**config.mk**
```make
export PLATFORM = sky130hd
export DESIGN_NAME = uart_tx
export DESIGN_NICKNAME = d
export VERILOG_FILES = /design/src/rtl/uart_tx.sv
export SDC_FILE = /design/constraint.sdc
export NUM_CORES = 1
export LEC_CHECK = 0
export ABC_AREA = 1
export BUFFER_PORTS_ARGS = -buffer_cell sky130_fd_sc_hd__buf_2
export CAP_MARGIN = 30
export CORE_UTILIZATION = 53
export CTS_CLUSTER_DIAMETER = 100
export DETAILED_ROUTE_END_ITERATION = 10
export PLACE_DENSITY = 0.76
export SETUP_SLACK_MARGIN = 0.1
export SYNTH_ARGS = -nofsm -noshare
export SYNTH_HDL_FRONTEND = slang
export SYNTH_SLANG_ARGS = --single-unit
```
**constraint.sdc**
```tcl
create_clock -name clk -period 2 [get_ports clk]
set_clock_uncertainty 0.2 [all_clocks]
set_input_delay 0.2 -clock clk [delete_from_list [all_inputs] [get_ports clk]]
set_output_delay 0.2 -clock clk [all_outputs]
set_load 0.01 [all_outputs]
```
**src/rtl/uart_tx.sv**
```systemverilog
// Byte-serialising UART transmitter: start bit, 8 data bits LSB first, optional
// parity, 1 or 2 stop bits. Paced by one-cycle ticks from a gated baud generator.
module uart_tx #(
    parameter int PARITY_EN  = 0,
    parameter int PARITY_ODD = 0,
    parameter int STOP_BITS  = 1
) (
    input  logic       clk,
    input  logic       rstn,
    input  logic [7:0] data,
    input  logic       start,
    input  logic       baud_tick,
    output logic       baud_ena,
    output logic       tx,
    output logic       ready,
    output logic       done
);

    localparam int NBITS = 1 + 8 + PARITY_EN + STOP_BITS;
    localparam int SW    = 12;
    localparam int CW    = 4;

    generate
        if (STOP_BITS != 1 && STOP_BITS != 2) begin : g_bad_stop
            $error("uart_tx: STOP_BITS must be 1 or 2");
        end
    endgenerate

    typedef enum logic {IDLE, BUSY} state_t;

    state_t        state;
    logic [SW-1:0] shreg;
    logic [CW-1:0] cnt;

    // Whole frame in transmit order; unused upper slots stay 1 so stop bits fall out naturally.
    function automatic logic [SW-1:0] build_frame(input logic [7:0] d);
        logic [SW-1:0] f;
        f      = '1;
        f[0]   = 1'b0;
        f[8:1] = d;
        if (PARITY_EN != 0) f[9] = (^d) ^ 1'(PARITY_ODD);
        return f;
    endfunction

    always_ff @(posedge clk or negedge rstn) begin
        if (!rstn) begin
            state    <= IDLE;
            tx       <= 1'b1;
            ready    <= 1'b1;
            baud_ena <= 1'b0;
            done     <= 1'b0;
            cnt      <= '0;
            shreg    <= '1;
        end else begin
            done <= 1'b0;
            case (state)
                IDLE: begin
                    if (start) begin
                        shreg    <= build_frame(data);
                        cnt      <= '0;
                        state    <= BUSY;
                        ready    <= 1'b0;
                        baud_ena <= 1'b1;
                    end
                end
                BUSY: begin
                    if (baud_tick) begin
                        // The tick after the last bit closes the final stop bit.
                        if (cnt == CW'(NBITS)) begin
                            state    <= IDLE;
                            ready    <= 1'b1;
                            baud_ena <= 1'b0;
                            done     <= 1'b1;
                            tx       <= 1'b1;
                        end else begin
                            tx    <= shreg[0];
                            shreg <= {1'b1, shreg[SW-1:1]};
                            cnt   <= cnt + 1'b1;
                        end
                    end
                end
                default: state <= IDLE;
            endcase
        end
    end

endmodule
```
# [After elaboration in Yosys (flattened, before gate mapping)]
# Index checks and enable logic that the tools add are counted.
[totals] register_bits=21 output_inout_bits=4 wordCells=41
[classes] add_sub_neg=1 eq_ne=5 muxes=24 bitwise=1 n_reduce_logical=3
[ops] op="$mux W12" count=3
[ops] op="$pmux W12 S2" count=1
[ops] op="$mux W1" count=13
[ops] op="$mux W4" count=3
[ops] op="$pmux W4 S2" count=1
[ops] op="$ne A2 B2 Y1 const B" count=3
[ops] op="$pmux W1 S2" count=3
[ops] op="$reduce_and A3 Y1" count=2
[ops] op="$add A4 B1 Y4 const B" count=1
[ops] op="$eq A4 B4 Y1 const B" count=1
[ops] op="$ne A2 B1 Y1 const B" count=1
[ops] op="$reduce_and A2 Y1" count=1
[ops] op="$not A1 Y1" count=1

# [Longest topological paths before layout]
[logic_depth] depth_word=4 ltp_mapped=8 depth_no_buf=7

# [Worst setup path before layout]
# No wires, ideal clock.
[synth_path] path_type="register to register" from="reg cnt[0]" to="reg cnt[3]" t_arrival_ns=1.111 t_required_ns=1.684 setup_slack_ns=0.573 stages_incl_launch_ff=8 path_buffers=1 period_less_slack_ns=1.427 path_cell_list="dfrtp_1 inv_1 ha_1 nand3_1 nand2_4 buf_4 nand3_1 nand2_1"
[synth_between] elab_chain_cells=4 elab_cells_between_ends=7 classes_between="add/sub (1); eq/ne (2); mux (3); reduce/logical (1)"
[synth_rtl] item="from (decl)" line_no="33" rtl="logic [CW-1:0] cnt;"
[synth_rtl] item="from (signal assigned)" line_no="78" rtl="cnt <= cnt + 1'b1;"
[synth_rtl] item="$add A4 B1 Y4" line_no="78"
[synth_rtl] item="$mux W4" line_no="69" rtl="if (cnt == CW'(NBITS)) begin"
[synth_rtl] item="$mux W4" line_no="67" rtl="if (baud_tick) begin"
[synth_rtl] item="$pmux W4 S2" line_no="56" rtl="case (state)"
# Several ways; a longest one is shown, not always the timed one. The select of a mux whose other input is x is not followed.
# A chain may end at the register's enable or synchronous reset.

# [Worst setup path after layout]
[layout_path] from="reg cnt[0]" to="reg cnt[2]"
# Same word-level chain as after synthesis.

==> flow_summary.toml <==
[outcome]
status = "finished, violations left"
violations = "hold timing"

[power]
swShare_pct = 36.4
seqPwrFrac_pct = 48.3
p_comb_share_pct = 35.6
finalPower_mw = 1.42
cell_internal_pwr_uw = 904
ir_drop_mv = 0.729
leakagePower_nw = 0.566
power_switching_uw = 517
p_per_area_mw_per_mm2 = 1290
p_clk_share_pct = 16.1

[timing]
fmax_ghz = 0.610
timing.slew.headroom_pct = 66.6
worst_slew_pin_slew_ns = 0.499
tns_ns = 0
finalCriticalPeriod_ns = 1.64
post-route-period-util_pct = 81.9
hold_ws_ns = -0.00168
rsz0062_at_grt = "no"
maxSlewViolCount = 0
finalSetupViolations = 0
hold_viol = 1

[critical_path]
r2r-start = "cnt[0]"
r2r_slack_ns = 0.36
cp_num_cells = 7
worst-path-max-fanout = 16
cp_slowest_cell = "dfrtp_1"
crit_end = "cnt[2]"
crit_chain = "inv_1, ha_1, nand3_1, nand2_4, nand2_4, nand2_1, o21ai_1"
cp_common_cell = "nand2_4"
critPathCaptureType = "register"
crit_type = "register to register"
r2r-end = "cnt[2]"
path_delay_family = "simple AND/OR/NAND/NOR gates"
crit_path_max_incr_delay_ns = 0.45
worstPathArrival_ns = 1.63
critPathBufInv = 1
crit_path_start_kind = "register"
cp_data_required_time_ns = 2.00
reg2reg_depth = 7
crit_start = "cnt[0]"

[die]
die_y_um = 43.3
start_util_pct = 58.7
die_area_sq_mm = 0.00188
die-width_um = 43.3
io_pins = 16
core.rowCount = 14
core_area_sq_mm = 0.00154

[final_layout]
final_cell_mix = "nand2_1, buf_2, nand3_1"
area.growth.synth_to_final_pct = 21.4
postLayoutCellArea_sq_mm = 0.00110
antenna_cells = 0
final_nets = 146
stdcell_count = 147
final_common_cell = "nand2_1"
fillers = 119
drive_above_1_share_pct = 29.8

[detailed_routing]
antenna_left = 0
drcViolationCount = 0
drt-total-wl_mm = 1.88
vias_per_cell = 5.23
drt_first_pass_iters = 5
drt-initial-drc-count = 19
vias = 769
post_drt_wl_per_cell_um = 12.8

[clocking]
clk_pin_slew_worst_paths_ns = 0.11
post_cts_buffers = 0
cts_resized = 0
tritoncts = "done"
clk_latency_ns = 0.30
htreeDepth = 1
cts.sinks = 18
cts.path.max_buffers = 2
cts-root-buf = "clkbuf_4"
cts_buffers = 3

[synth]
yosysSeqAreaShare_pct = 51.3
synthTopCellsByArea = "dfstp_2, dfrtp_1, nand2_1"
syn_area_per_cell_sq_um = 8.53
synth_seq_cells = 18
synth_area_sq_um = 905
postSynthNetCount = 120
yosysWarnings = 0
synth_top_area_share_pct = 32.0
syn-instance-count = 106
synth.distinct_cells = 19
yosysTopAreaCell = "dfstp_2"

[place]
portBuffers = 15
hpwl_mm = 1.20
dp_cells = 134
gp_congestion = 0.739
postPlaceCellArea_sq_um = 972

[grt]
grt_remaining_overflow = 0
grt_pass1_vias = 757
grtUsageMet3_pct = 3.83
busiest_layer = "met2"
use_met2_pct = 41.8
grt_max_degree = 19
met1_usage_pct = 27.9
grt_pass1_wl_mm = 3.23
antenna_found_initial = 0
grtUsageTotal_pct = 23.9

[min_path]
min_path_cells = 5
min_path_type = "input port to register"

[flow_run]
max_cap_violations = 0
worst register-to-register path, cell delays in order, from the launching register on:
cell     delay, ns
dfrtp_1       0.45
inv_1         0.08
ha_1          0.15
nand3_1       0.14
nand2_4       0.20
nand2_4       0.14
nand2_1       0.11
o21ai_1       0.06
per-layer routing:
metal	share of wire [%]	wire length, um
met1	41	772
met2	54	1020
met5	0	0
met4	2.1	40
met3	2.7	51
stage by stage:
step	hold slack, ns	util, %	setup WS [ns]
2_1_floorplan	-0.296	-	0.573
3_3_place_gp	-0.0635	63.1	0.473
3_5_place_dp	-0.0623	63.1	0.397
4_1_cts	0.000506	71.3	0.377
5_1_grt	0.0150	71.3	0.248
6_report	-0.00168	71.3	0.362
power groups by stage:
stage	clock [mW]	sequential (mW)	combinational, mW
after floorplan	0	0.681	0.378
after global placement	0	0.679	0.476
after detailed placement	0	0.694	0.487
after CTS	0.228	0.687	0.502
after global routing	0.243	0.705	0.582
final	0.229	0.686	0.506
worst min path at each step:
stage	startpoint	endpoint	slack (ns)
3_3_place_gp	rstn	baud_ena	-0.06
3_5_place_dp	rstn	done	-0.06
2_1_floorplan	rstn	baud_ena	-0.30
6_report	data[0]	shreg[1]	-0.002
4_1_cts	data[0]	shreg[1]	0.0005
5_1_grt	data[0]	shreg[1]	0.02
registers in the layout, summed over array words and instances, names as in the netlist:
name	flops
shreg	9
cnt	4
baud_ena	1
done	1
ready	1
state	1
tx	1
cells by family after synthesis:
group           after synthesis  synth area share (%)
compound gates                7                  5.53
fa+ha+maj                     2                  2.77
simple gates                 67                  32.4
flops                        18                  51.3
buf+inv                      11                  7.05
xor+xnor                      1                 0.968
cell type report:
| class | instances | area (sq um) | area share (%) |
|---|---|---|---|
| clock buffers | 4 | 36.3 | 3.30 |
| well taps | 16 | 20.0 | 1.82 |
| multi-input cells | 77 | 377 | 34.3 |
| inverters | 7 | 28.8 | 2.62 |
| flip-flops and latches | 18 | 464 | 42.3 |
| repair buffers | 25 | 173 | 15.7 |
synthesized netlist by cell type (all sizes together):
| cell type | number |
|---|---|
| nand3 | 13 |
| inv | 7 |
| nand2 | 48 |
| o21ai | 6 |
| o22a | 1 |
| ha | 2 |
| dfrtp | 7 |
| buf | 4 |
| nand4 | 1 |
| nor2 | 5 |
| dfstp | 11 |
| xnor2 | 1 |
what timing repair did:
action / in CTS / in global routing
hold endpoints to repair: 26 / 0
endpoints found under the setup margin: 0 / 0
hold buffers: 9 / 0
Note: power is estimated with default switching activity, not from simulation.
